File: src/rtl/id_ex_hazard_stage_if.sv
// ID/EX stage bus: decoded ID fields, downstream destinations,
// control inputs and the registered stage contents driven back out.
interface id_ex_hazard_stage_if;
    logic        ID_valid;
    logic [4:0]  ID_rs1;
    logic [4:0]  ID_rs2;
    logic [4:0]  ID_rd;
    logic [31:0] ID_RD1;
    logic [31:0] ID_RD2;
    logic [31:0] ID_Imm;
    logic [31:0] ID_PC;
    logic        ID_RegWrite;
    logic        ID_MemRead;
    logic        ID_MemWrite;
    logic        ID_MemtoReg;
    logic        ID_ALUSrc;
    logic [3:0]  ID_ALUOp;

    logic [4:0]  EX_MEM_rd;
    logic        EX_MEM_RegWrite;
    logic [4:0]  MEM_WB_rd;
    logic        MEM_WB_RegWrite;
    logic        Flush;
    logic        Hold;

    logic        ID_EX_valid;
    logic [4:0]  ID_EX_rs1;
    logic [4:0]  ID_EX_rs2;
    logic [4:0]  ID_EX_rd;
    logic [31:0] ID_EX_RD1;
    logic [31:0] ID_EX_RD2;
    logic [31:0] ID_EX_Imm;
    logic [31:0] ID_EX_PC;
    logic        ID_EX_RegWrite;
    logic        ID_EX_MemRead;
    logic        ID_EX_MemWrite;
    logic        ID_EX_MemtoReg;
    logic        ID_EX_ALUSrc;
    logic [3:0]  ID_EX_ALUOp;
    logic [1:0]  ForwardA;
    logic [1:0]  ForwardB;
    logic        Stall;

    modport master (
        output ID_valid, ID_rs1, ID_rs2, ID_rd,
        output ID_RD1, ID_RD2, ID_Imm, ID_PC,
        output ID_RegWrite, ID_MemRead, ID_MemWrite,
        output ID_MemtoReg, ID_ALUSrc, ID_ALUOp,
        output EX_MEM_rd, EX_MEM_RegWrite,
        output MEM_WB_rd, MEM_WB_RegWrite,
        output Flush, Hold,
        input  ID_EX_valid, ID_EX_rs1, ID_EX_rs2, ID_EX_rd,
        input  ID_EX_RD1, ID_EX_RD2, ID_EX_Imm, ID_EX_PC,
        input  ID_EX_RegWrite, ID_EX_MemRead, ID_EX_MemWrite,
        input  ID_EX_MemtoReg, ID_EX_ALUSrc, ID_EX_ALUOp,
        input  ForwardA, ForwardB, Stall
    );

    modport slave (
        input  ID_valid, ID_rs1, ID_rs2, ID_rd,
        input  ID_RD1, ID_RD2, ID_Imm, ID_PC,
        input  ID_RegWrite, ID_MemRead, ID_MemWrite,
        input  ID_MemtoReg, ID_ALUSrc, ID_ALUOp,
        input  EX_MEM_rd, EX_MEM_RegWrite,
        input  MEM_WB_rd, MEM_WB_RegWrite,
        input  Flush, Hold,
        output ID_EX_valid, ID_EX_rs1, ID_EX_rs2, ID_EX_rd,
        output ID_EX_RD1, ID_EX_RD2, ID_EX_Imm, ID_EX_PC,
        output ID_EX_RegWrite, ID_EX_MemRead, ID_EX_MemWrite,
        output ID_EX_MemtoReg, ID_EX_ALUSrc, ID_EX_ALUOp,
        output ForwardA, ForwardB, Stall
    );
endinterface

File: src/rtl/id_ex_hazard_stage.sv
// ID/EX pipeline register with load-use stall, bubble insertion,
// EX operand forwarding selects and a saturating stall counter.
module id_ex_hazard_stage #(
    parameter int CNT_W = 16
) (
    input  logic             clk,
    input  logic             rst,
    id_ex_hazard_stage_if.slave bus,
    output logic [CNT_W-1:0] stall_count
);

    typedef struct packed {
        logic        valid;
        logic [4:0]  rs1;
        logic [4:0]  rs2;
        logic [4:0]  rd;
        logic [31:0] rd1;
        logic [31:0] rd2;
        logic [31:0] imm;
        logic [31:0] pc;
        logic        reg_write;
        logic        mem_read;
        logic        mem_write;
        logic        mem_to_reg;
        logic        alu_src;
        logic [3:0]  alu_op;
    } stage_t;

    stage_t d;
    stage_t q;

    logic       lu;
    logic       stall;
    logic       ex_hit_a;
    logic       wb_hit_a;
    logic       ex_hit_b;
    logic       wb_hit_b;
    logic [1:0] fwd_a;
    logic [1:0] fwd_b;

    always_comb begin
        d            = '0;
        d.valid      = bus.ID_valid;
        d.rs1        = bus.ID_rs1;
        d.rs2        = bus.ID_rs2;
        d.rd         = bus.ID_rd;
        d.rd1        = bus.ID_RD1;
        d.rd2        = bus.ID_RD2;
        d.imm        = bus.ID_Imm;
        d.pc         = bus.ID_PC;
        d.reg_write  = bus.ID_RegWrite;
        d.mem_read   = bus.ID_MemRead;
        d.mem_write  = bus.ID_MemWrite;
        d.mem_to_reg = bus.ID_MemtoReg;
        d.alu_src    = bus.ID_ALUSrc;
        d.alu_op     = bus.ID_ALUOp;
    end

    // A load in ID/EX whose result the instruction in ID needs.
    assign lu = q.valid && q.mem_read && q.reg_write
             && (q.rd != 5'd0) && bus.ID_valid
             && ((q.rd == bus.ID_rs1) || (q.rd == bus.ID_rs2));

    assign stall = bus.Hold || (lu && !bus.Flush);

    always_ff @(posedge clk) begin
        if (rst) begin
            q <= '0;
        end else if (!bus.Hold) begin
            if (bus.Flush || lu) begin
                q <= '0;
            end else begin
                q <= d;
            end
        end
    end

    always_ff @(posedge clk) begin
        if (rst) begin
            stall_count <= '0;
        end else if (stall && !(&stall_count)) begin
            stall_count <= stall_count + 1'b1;
        end
    end

    assign ex_hit_a = q.valid && bus.EX_MEM_RegWrite
                   && (bus.EX_MEM_rd != 5'd0)
                   && (bus.EX_MEM_rd == q.rs1);
    assign wb_hit_a = q.valid && !ex_hit_a
                   && bus.MEM_WB_RegWrite
                   && (bus.MEM_WB_rd != 5'd0)
                   && (bus.MEM_WB_rd == q.rs1);
    assign ex_hit_b = q.valid && bus.EX_MEM_RegWrite
                   && (bus.EX_MEM_rd != 5'd0)
                   && (bus.EX_MEM_rd == q.rs2);
    assign wb_hit_b = q.valid && !ex_hit_b
                   && bus.MEM_WB_RegWrite
                   && (bus.MEM_WB_rd != 5'd0)
                   && (bus.MEM_WB_rd == q.rs2);

    always_comb begin
        fwd_a = 2'b00;
        unique case (1'b1)
            ex_hit_a: fwd_a = 2'b10;
            wb_hit_a: fwd_a = 2'b01;
            default:  fwd_a = 2'b00;
        endcase
    end

    always_comb begin
        fwd_b = 2'b00;
        unique case (1'b1)
            ex_hit_b: fwd_b = 2'b10;
            wb_hit_b: fwd_b = 2'b01;
            default:  fwd_b = 2'b00;
        endcase
    end

    assign bus.ID_EX_valid    = q.valid;
    assign bus.ID_EX_rs1      = q.rs1;
    assign bus.ID_EX_rs2      = q.rs2;
    assign bus.ID_EX_rd       = q.rd;
    assign bus.ID_EX_RD1      = q.rd1;
    assign bus.ID_EX_RD2      = q.rd2;
    assign bus.ID_EX_Imm      = q.imm;
    assign bus.ID_EX_PC       = q.pc;
    assign bus.ID_EX_RegWrite = q.reg_write;
    assign bus.ID_EX_MemRead  = q.mem_read;
    assign bus.ID_EX_MemWrite = q.mem_write;
    assign bus.ID_EX_MemtoReg = q.mem_to_reg;
    assign bus.ID_EX_ALUSrc   = q.alu_src;
    assign bus.ID_EX_ALUOp    = q.alu_op;
    assign bus.ForwardA       = fwd_a;
    assign bus.ForwardB       = fwd_b;
    assign bus.Stall          = stall;

endmodule
File: src/flat_wrapper.sv
// flat-port wrapper written by rule: the top's interface ports become plain ports
module id_ex_hazard_stage_flat 
#(
    parameter int CNT_W = 16
)
  (clk, rst, stall_count, bus_ID_valid, bus_ID_rs1, bus_ID_rs2, bus_ID_rd, bus_ID_RD1, bus_ID_RD2, bus_ID_Imm, bus_ID_PC, bus_ID_RegWrite, bus_ID_MemRead, bus_ID_MemWrite, bus_ID_MemtoReg, bus_ID_ALUSrc, bus_ID_ALUOp, bus_EX_MEM_rd, bus_EX_MEM_RegWrite, bus_MEM_WB_rd, bus_MEM_WB_RegWrite, bus_Flush, bus_Hold, bus_ID_EX_valid, bus_ID_EX_rs1, bus_ID_EX_rs2, bus_ID_EX_rd, bus_ID_EX_RD1, bus_ID_EX_RD2, bus_ID_EX_Imm, bus_ID_EX_PC, bus_ID_EX_RegWrite, bus_ID_EX_MemRead, bus_ID_EX_MemWrite, bus_ID_EX_MemtoReg, bus_ID_EX_ALUSrc, bus_ID_EX_ALUOp, bus_ForwardA, bus_ForwardB, bus_Stall);
  id_ex_hazard_stage_if bus_i ();
  input  logic clk;
  input  logic rst;
  output logic [CNT_W-1:0] stall_count;
  input wire logic [$bits(bus_i.ID_valid)-1:0] bus_ID_valid;
  input wire logic [$bits(bus_i.ID_rs1)-1:0] bus_ID_rs1;
  input wire logic [$bits(bus_i.ID_rs2)-1:0] bus_ID_rs2;
  input wire logic [$bits(bus_i.ID_rd)-1:0] bus_ID_rd;
  input wire logic [$bits(bus_i.ID_RD1)-1:0] bus_ID_RD1;
  input wire logic [$bits(bus_i.ID_RD2)-1:0] bus_ID_RD2;
  input wire logic [$bits(bus_i.ID_Imm)-1:0] bus_ID_Imm;
  input wire logic [$bits(bus_i.ID_PC)-1:0] bus_ID_PC;
  input wire logic [$bits(bus_i.ID_RegWrite)-1:0] bus_ID_RegWrite;
  input wire logic [$bits(bus_i.ID_MemRead)-1:0] bus_ID_MemRead;
  input wire logic [$bits(bus_i.ID_MemWrite)-1:0] bus_ID_MemWrite;
  input wire logic [$bits(bus_i.ID_MemtoReg)-1:0] bus_ID_MemtoReg;
  input wire logic [$bits(bus_i.ID_ALUSrc)-1:0] bus_ID_ALUSrc;
  input wire logic [$bits(bus_i.ID_ALUOp)-1:0] bus_ID_ALUOp;
  input wire logic [$bits(bus_i.EX_MEM_rd)-1:0] bus_EX_MEM_rd;
  input wire logic [$bits(bus_i.EX_MEM_RegWrite)-1:0] bus_EX_MEM_RegWrite;
  input wire logic [$bits(bus_i.MEM_WB_rd)-1:0] bus_MEM_WB_rd;
  input wire logic [$bits(bus_i.MEM_WB_RegWrite)-1:0] bus_MEM_WB_RegWrite;
  input wire logic [$bits(bus_i.Flush)-1:0] bus_Flush;
  input wire logic [$bits(bus_i.Hold)-1:0] bus_Hold;
  output wire logic [$bits(bus_i.ID_EX_valid)-1:0] bus_ID_EX_valid;
  output wire logic [$bits(bus_i.ID_EX_rs1)-1:0] bus_ID_EX_rs1;
  output wire logic [$bits(bus_i.ID_EX_rs2)-1:0] bus_ID_EX_rs2;
  output wire logic [$bits(bus_i.ID_EX_rd)-1:0] bus_ID_EX_rd;
  output wire logic [$bits(bus_i.ID_EX_RD1)-1:0] bus_ID_EX_RD1;
  output wire logic [$bits(bus_i.ID_EX_RD2)-1:0] bus_ID_EX_RD2;
  output wire logic [$bits(bus_i.ID_EX_Imm)-1:0] bus_ID_EX_Imm;
  output wire logic [$bits(bus_i.ID_EX_PC)-1:0] bus_ID_EX_PC;
  output wire logic [$bits(bus_i.ID_EX_RegWrite)-1:0] bus_ID_EX_RegWrite;
  output wire logic [$bits(bus_i.ID_EX_MemRead)-1:0] bus_ID_EX_MemRead;
  output wire logic [$bits(bus_i.ID_EX_MemWrite)-1:0] bus_ID_EX_MemWrite;
  output wire logic [$bits(bus_i.ID_EX_MemtoReg)-1:0] bus_ID_EX_MemtoReg;
  output wire logic [$bits(bus_i.ID_EX_ALUSrc)-1:0] bus_ID_EX_ALUSrc;
  output wire logic [$bits(bus_i.ID_EX_ALUOp)-1:0] bus_ID_EX_ALUOp;
  output wire logic [$bits(bus_i.ForwardA)-1:0] bus_ForwardA;
  output wire logic [$bits(bus_i.ForwardB)-1:0] bus_ForwardB;
  output wire logic [$bits(bus_i.Stall)-1:0] bus_Stall;
  assign bus_i.ID_valid = bus_ID_valid;
  assign bus_i.ID_rs1 = bus_ID_rs1;
  assign bus_i.ID_rs2 = bus_ID_rs2;
  assign bus_i.ID_rd = bus_ID_rd;
  assign bus_i.ID_RD1 = bus_ID_RD1;
  assign bus_i.ID_RD2 = bus_ID_RD2;
  assign bus_i.ID_Imm = bus_ID_Imm;
  assign bus_i.ID_PC = bus_ID_PC;
  assign bus_i.ID_RegWrite = bus_ID_RegWrite;
  assign bus_i.ID_MemRead = bus_ID_MemRead;
  assign bus_i.ID_MemWrite = bus_ID_MemWrite;
  assign bus_i.ID_MemtoReg = bus_ID_MemtoReg;
  assign bus_i.ID_ALUSrc = bus_ID_ALUSrc;
  assign bus_i.ID_ALUOp = bus_ID_ALUOp;
  assign bus_i.EX_MEM_rd = bus_EX_MEM_rd;
  assign bus_i.EX_MEM_RegWrite = bus_EX_MEM_RegWrite;
  assign bus_i.MEM_WB_rd = bus_MEM_WB_rd;
  assign bus_i.MEM_WB_RegWrite = bus_MEM_WB_RegWrite;
  assign bus_i.Flush = bus_Flush;
  assign bus_i.Hold = bus_Hold;
  assign bus_ID_EX_valid = bus_i.ID_EX_valid;
  assign bus_ID_EX_rs1 = bus_i.ID_EX_rs1;
  assign bus_ID_EX_rs2 = bus_i.ID_EX_rs2;
  assign bus_ID_EX_rd = bus_i.ID_EX_rd;
  assign bus_ID_EX_RD1 = bus_i.ID_EX_RD1;
  assign bus_ID_EX_RD2 = bus_i.ID_EX_RD2;
  assign bus_ID_EX_Imm = bus_i.ID_EX_Imm;
  assign bus_ID_EX_PC = bus_i.ID_EX_PC;
  assign bus_ID_EX_RegWrite = bus_i.ID_EX_RegWrite;
  assign bus_ID_EX_MemRead = bus_i.ID_EX_MemRead;
  assign bus_ID_EX_MemWrite = bus_i.ID_EX_MemWrite;
  assign bus_ID_EX_MemtoReg = bus_i.ID_EX_MemtoReg;
  assign bus_ID_EX_ALUSrc = bus_i.ID_EX_ALUSrc;
  assign bus_ID_EX_ALUOp = bus_i.ID_EX_ALUOp;
  assign bus_ForwardA = bus_i.ForwardA;
  assign bus_ForwardB = bus_i.ForwardB;
  assign bus_Stall = bus_i.Stall;
  id_ex_hazard_stage #(.CNT_W(CNT_W)) u_core (.clk(clk), .rst(rst), .bus(bus_i), .stall_count(stall_count));
endmodule
File: config.mk
export PLATFORM = sky130hd
export DESIGN_NAME = id_ex_hazard_stage_flat
export DESIGN_NICKNAME = d
export VERILOG_FILES = /design/src/rtl/id_ex_hazard_stage_if.sv /design/src/rtl/id_ex_hazard_stage.sv /design/src/flat_wrapper.sv
export SDC_FILE = /design/constraint.sdc
export NUM_CORES = 1
export LEC_CHECK = 0
export ABC_AREA = 1
export BUFFER_PORTS_ARGS = -buffer_cell sky130_fd_sc_hd__buf_2
export CAP_MARGIN = 20
export CORE_MARGIN = 8
export CORE_UTILIZATION = 41
export DETAILED_ROUTE_END_ITERATION = 10
export PLACE_DENSITY_LB_ADDON = 0.3
export SLEW_MARGIN = 20
export SYNTH_ARGS = -nofsm -noshare
export SYNTH_HDL_FRONTEND = slang
export SYNTH_SLANG_ARGS = --single-unit
export TNS_END_PERCENT = 10
File: constraint.sdc
create_clock -name clk -period 1.5 [get_ports clk]
set_input_delay 0.3 -clock clk [delete_from_list [all_inputs] [get_ports clk]]
set_output_delay 0.3 -clock clk [all_outputs]
set_load 0.01 [all_outputs]
# [Word level (Yosys, flattened, before mapping)]
# Cells that the tools add are included.
[classes] n_mux=3 reduce_logical=30 n_addsub=1 n_eq_ne=6
[ops] op="153-bit 2-to-1 mux" n=1
[ops] op="5-bit == test" n=6
[ops] op="1-bit logical AND" n=19
[ops] op="16-bit by 1-bit adder with 16-bit output (second input constant)" n=1
[ops] op="16-bit AND reduction" n=1
[ops] op="5-bit nonzero test" n=3
[ops] op="2-bit one-hot mux with 2 select lines" n=2
[ops] op="1-bit logical NOT" n=4
[ops] op="1-bit logical OR" n=3
[totals] reg_bits=169 elab_cells=55 input_bits=169

# [Logic depth before layout (Yosys ltp)]
[logic_depth] depth_word=9 depth_mapped=13 ltp_nobuf=12

# [Worst setup path before layout]
# OpenSTA, ideal clock, no wires.
[synth_timing] path_kind="register to register" startpoint="register u_core.stall_count[0]" endpoint="register u_core.stall_count[10]" t_required_ns=1.385 arrival_time_ns=1.429 stages_incl_launch_ff=10 slack_ns=-0.044 setup_ns=0.115 n_path_buf=0 period_less_slack_ns=1.544 cell_sequence="dfxtp_1 ha_1 nand2_1 inv_1 nand2_1 nor2_1 nand3_1 and2_1 a21oi_1 nor2_1"
[synth_between] elab_chain_cells=3 word_cells_on_any_way=4
[synth_rtl] item="from (decl)" line_no="id_ex_hazard_stage.sv:9" text="output logic [CNT_W-1:0] stall_count"
[synth_rtl] item="from (signal assigned)" line_no="id_ex_hazard_stage.sv:82" text="stall_count <= stall_count + 1'b1;"
[synth_rtl] item="parallel branches: the longest is 3 deep, another holds 16-bit by 1-bit adder with 16-bit output"
# Parallel ways; which one is timed is not known.
# A chain may end at the register's enable or synchronous reset.

# [Worst setup path in the final report]
[layout_timing] startpoint="register u_core.q, in the netlist u_core.bus.ID_EX_rs1[3]" endpoint="output port bus_ForwardA[0]"
[layout_between] elab_chain_cells=8 word_cells_on_any_way=9
[layout_rtl] item="from (decl)" line_no="id_ex_hazard_stage.sv:30" text="stage_t q;"
[layout_rtl] item="from (signal assigned)" line_no="id_ex_hazard_stage.sv:68" text="q <= '0;"
[layout_rtl] item="from (signal assigned)" line_no="id_ex_hazard_stage.sv:71" text="q <= '0;"
[layout_rtl] item="from (signal assigned)" line_no="id_ex_hazard_stage.sv:73" text="q <= d;"
[layout_rtl] item="5-bit == test" line_no="id_ex_hazard_stage.sv:88" text="&& (bus.EX_MEM_rd == q.rs1);"
[layout_rtl] item="1-bit logical AND" line_no="id_ex_hazard_stage.sv:88"
[layout_rtl] item="1-bit logical NOT" line_no="id_ex_hazard_stage.sv:89" text="assign wb_hit_a = q.valid && !ex_hit_a"
[layout_rtl] item="1-bit logical AND" line_no="id_ex_hazard_stage.sv:89"
[layout_rtl] item="1-bit logical AND" line_no="id_ex_hazard_stage.sv:90" text="&& bus.MEM_WB_RegWrite"
[layout_rtl] item="1-bit logical AND" line_no="id_ex_hazard_stage.sv:91" text="&& (bus.MEM_WB_rd != 5'd0)"
[layout_rtl] item="1-bit logical AND" line_no="id_ex_hazard_stage.sv:92" text="&& (bus.MEM_WB_rd == q.rs1);"
[layout_rtl] item="2-bit one-hot mux with 2 select lines (*)" line_no="id_ex_hazard_stage.sv:103" text="unique case (1'b1)"
[layout_rtl] item="to (decl)" line_no="flat_wrapper.sv:45" text="output wire logic [$bits(bus_i.ForwardA)-1:0] bus_ForwardA;"
# Every way passes the cells marked *; elsewhere a longest branch is shown, timed or not.

==> flow_metrics.py <==
metrics = {
    "outcome": {
        "status": "finished with violations",
        "violations": "setup timing",
    },
    "routing": {
        "remaining_drc_errors": 0,
        "vias_per_cell": 5.01,
        "drtIter0Drc": 404,
        "wl_per_cell_um": 16.3,
        "ant_nets": 0,
        "drt-pass1-iter-count": 4,
        "dr_total_vias": 7617,
        "drt_wl_total_um": 24800,
    },
    "synth": {
        "synth_common_cells": "nand2_1 (220), nand3_1 (177), a21oi_1 (169), dfxtp_1 (169), clkbuf_1 (43)",
        "ys_seq_area_frac": 0.493,
        "synth_seq_cells": 169,
        "yosys.cell_count.top_type": "nand2_1",
        "synthTopCellsByArea": "dfxtp_1 (49%), nand3_1 (13%), a21oi_1 (12%)",
        "yosys_warnings": 0,
        "synth_edf_count": 0,
        "synth_area_um2": 6860,
        "async_reset_ff_frac": 0,
        "yosys.area.top_type": "dfxtp_1",
        "syn-instance-count": 924,
        "synth_cell_type_count": 28,
        "synthFlopType": "dfxtp_1",
        "avgSynthCellArea_um2": 7.43,
        "synth_top_area_share": 0.493,
        "synth_fp_nets": 1094,
    },
    "critical_path": {
        "cp-start-kind": "flop",
        "cp_max_fo": 4,
        "arrival_ns": 1.67,
        "cp.required_ns": 1.20,
        "path_cells": "xor2_2 > nor4_2 > nand2_1 > nand4_1 > inv_1 > buf_2",
        "crit_type": "reg2out",
        "reg2reg_depth": 10,
        "r2r_end": "u_core.bus.ID_EX_Imm[6]",
        "cp_slowest_cell": "dfxtp_4",
        "cp_slowest_stage_delay_ns": 0.36,
        "r2r_start": "u_core.bus.ID_EX_rd[0]",
        "cp-end-kind": "output pin",
        "r2r_slack_ns": -0.32,
    },
    "clock_tree": {
        "cts_hold_buf": 0,
        "clkSinkCount": 169,
        "h-tree-depth": 4,
        "clock_path_buffers": 2,
        "clk_pin_slew_ns": 0.07,
        "clockRootBuffer": "clkbuf_16",
        "clk_latency_ns": 0.43,
        "cts_buffers": 17,
        "cts_tree": "done",
    },
    "global_routing": {
        "gr-usage-met1": 0.245,
        "antenna_found_initial": 2,
        "track_usage": 0.223,
        "overflow": 0,
        "grt_max_degree": 131,
        "met3_usage": 0.0883,
        "top_usage_layer": "met2",
        "grt_pass1_vias": 7398,
        "grt_pass1_wl_um": 38800,
        "met2_usage": 0.380,
    },
    "power_and_ir_drop": {
        "p_leak_nw": 4.80,
        "p_per_area_nw_per_um2": 1040,
        "vdd_drop_max_uv": 795,
    },
    "die": {
        "core_area_um2": 16500,
        "dieArea_um2": 21100,
        "die_h_um": 145,
        "start_util": 0.417,
        "rows": 47,
        "die_x_um": 145,
        "ioPinCount": 343,
    },
    "sta": {
        "maxClockFrequency_mhz": 508,
        "relSlewSlack": 0.572,
        "setup_ws_ns": -0.469,
        "holdWs_ns": 0.126,
        "worst_pin_slew_ns": 0.642,
        "rsz0062_at_grt": "yes",
        "post-route-period-util": 1.31,
        "finalClockSkew_ns": 0.0127,
        "setup_viol": 174,
        "slew_violations": 0,
        "min_period_ns": 1.97,
        "hold_viol": 0,
    },
    "cells_and_area": {
        "nFillCells": 1501,
        "fin_util": 0.618,
        "fin_cells": 1521,
        "syn2layout_area_growth_pct": 48.4,
        "fin_area_um2": 10200,
        "fin_nets": 1455,
        "final_layout_size_suffix_gt1_frac": 0.391,
    },
    "hold_path": {
        "holdPathEnd": "u_core.bus.ID_EX_rd[0]",
        "hp-class": "in2reg",
        "hold_path_depth": 3,
        "hp-start": "bus_ID_rd[0]",
    },
    "place": {
        "post-place-ws_ns": -0.228,
        "dp_hpwl_um": 17300,
        "place_area_um2": 9130,
        "gp_congestion": 0.913,
        "dp_cells": 1472,
        "io_buffers": 342,
    },
    "job": {
        "maxCapViolCount": 0,
    },
}
[cells in the final DEF (no fill, tap or decap), types with 3 or more instances in the layout]
master	n
nor2_1	35
clkbuf_16	17
dfxtp_2	6
xnor2_1	6
dfxtp_4	9
diode_2	3
nand3_2	6
inv_2	5
a21oi_1	146
buf_2	336
nand4_1	4
inv_6	4
dfxtp_1	154
buf_16	3
nand2_1	218
nor3_1	4
a21oi_2	23
buf_12	12
clkinv_2	4
nor2_2	3
nand3_1	171
xor2_1	8
buf_4	50
inv_1	33
buf_6	10
[metrics by stage]
step | power, W | setup TNS [ns]
after floorplan | 0.00546 | -0.0120
after global placement | 0.00611 | -18.09
after detailed placement | 0.00612 | -23.13
after CTS | 0.0107 | -37.24
after global routing | 0.0110 | -57.15
final | 0.0106 | -36.58
[per-layer routing]
| layer | part of all wire | routed length [um] |
|---|---|---|
| met4 | 0.023 | 578 |
| met1 | 0.40 | 9850 |
| met3 | 0.084 | 2090 |
| met2 | 0.50 | 12300 |
| met5 | 0.00032 | 8 |
[where the power goes]
part	switching, W	internal (W)
logic	0.000759	0.000614
registers	0.0000937	0.00464
clock network	0.00190	0.00256
[layout make-up]
class / count / area [um^2] / area share
inverter: 39 / 149 / 0.0146
tap: 220 / 275 / 0.0270
antenna: 3 / 7.51 / 0.000737
multi-input combinational: 646 / 3200 / 0.315
timing repair buffer: 412 / 2520 / 0.248
sequential: 169 / 3420 / 0.336
clock buffer: 19 / 453 / 0.0445
clock inverter: 13 / 141 / 0.0139
[critical path, delay by kind of cell (launching register included)]
| kind | cells | cell delay (ns) |
|---|---|---|
| AND/OR/NAND/NOR | 3 | 0.54 |
| flip-flops | 1 | 0.36 |
| buffers and inverters | 2 | 0.19 |
| XOR/XNOR | 1 | 0.15 |
[kinds of logic after synthesis]
kind of cell / after synthesis / share of synthesized area
AO/OA/AOI/OAI: 176 / 0.133
flip-flops: 169 / 0.493
buffers and inverters: 109 / 0.0660
adder cells (fa/ha/maj): 1 / 0.00182
AND/OR/NAND/NOR: 452 / 0.285
XOR/XNOR: 17 / 0.0217
[worst max-delay path by stage]
| stage | startpoint | endpoint | slack [ns] | depth (start not counted) |
|---|---|---|---|---|
| after global placement | u_core.bus.ID_EX_rd[1] | bus_Stall | -0.16 | 10 |
| after global routing | u_core.bus.ID_EX_rs1[2] | bus_ForwardA[0] | -0.56 | 7 |
| after floorplan | u_core.bus.ID_EX_rd[1] | u_core.stall_count[13] | -0.01 | 12 |
| final | u_core.bus.ID_EX_rs1[3] | bus_ForwardA[0] | -0.47 | 6 |
| after CTS | u_core.bus.ID_EX_rd[0] | bus_Stall | -0.45 | 9 |
| after detailed placement | bus_ID_rs1[0] | u_core.bus.ID_EX_RD1[29] | -0.23 | 12 |
[state kept, by name (all words and copies together) (netlist names)]
register and cells:
u_core.bus.ID_EX_Imm 32, u_core.bus.ID_EX_PC 32, u_core.bus.ID_EX_RD1 32, u_core.bus.ID_EX_RD2 32
u_core.stall_count 16, u_core.bus.ID_EX_rd 5, u_core.bus.ID_EX_rs1 5, u_core.bus.ID_EX_rs2 5
u_core.bus.ID_EX_ALUOp 4, u_core.bus.ID_EX_ALUSrc 1, u_core.bus.ID_EX_MemRead 1, u_core.bus.ID_EX_MemWrite 1
u_core.bus.ID_EX_MemtoReg 1, u_core.bus.ID_EX_RegWrite 1, u_core.bus.ID_EX_valid 1
[timing repair]
item,in CTS,in global routing
setup buffers,8,4
setup endpoints to repair,173,174
gates resized for setup,42,39
hold endpoints to repair,0,0
gates cloned,3,0
pin swaps,15,11
Note: power is estimated with default switching activity, not from simulation.
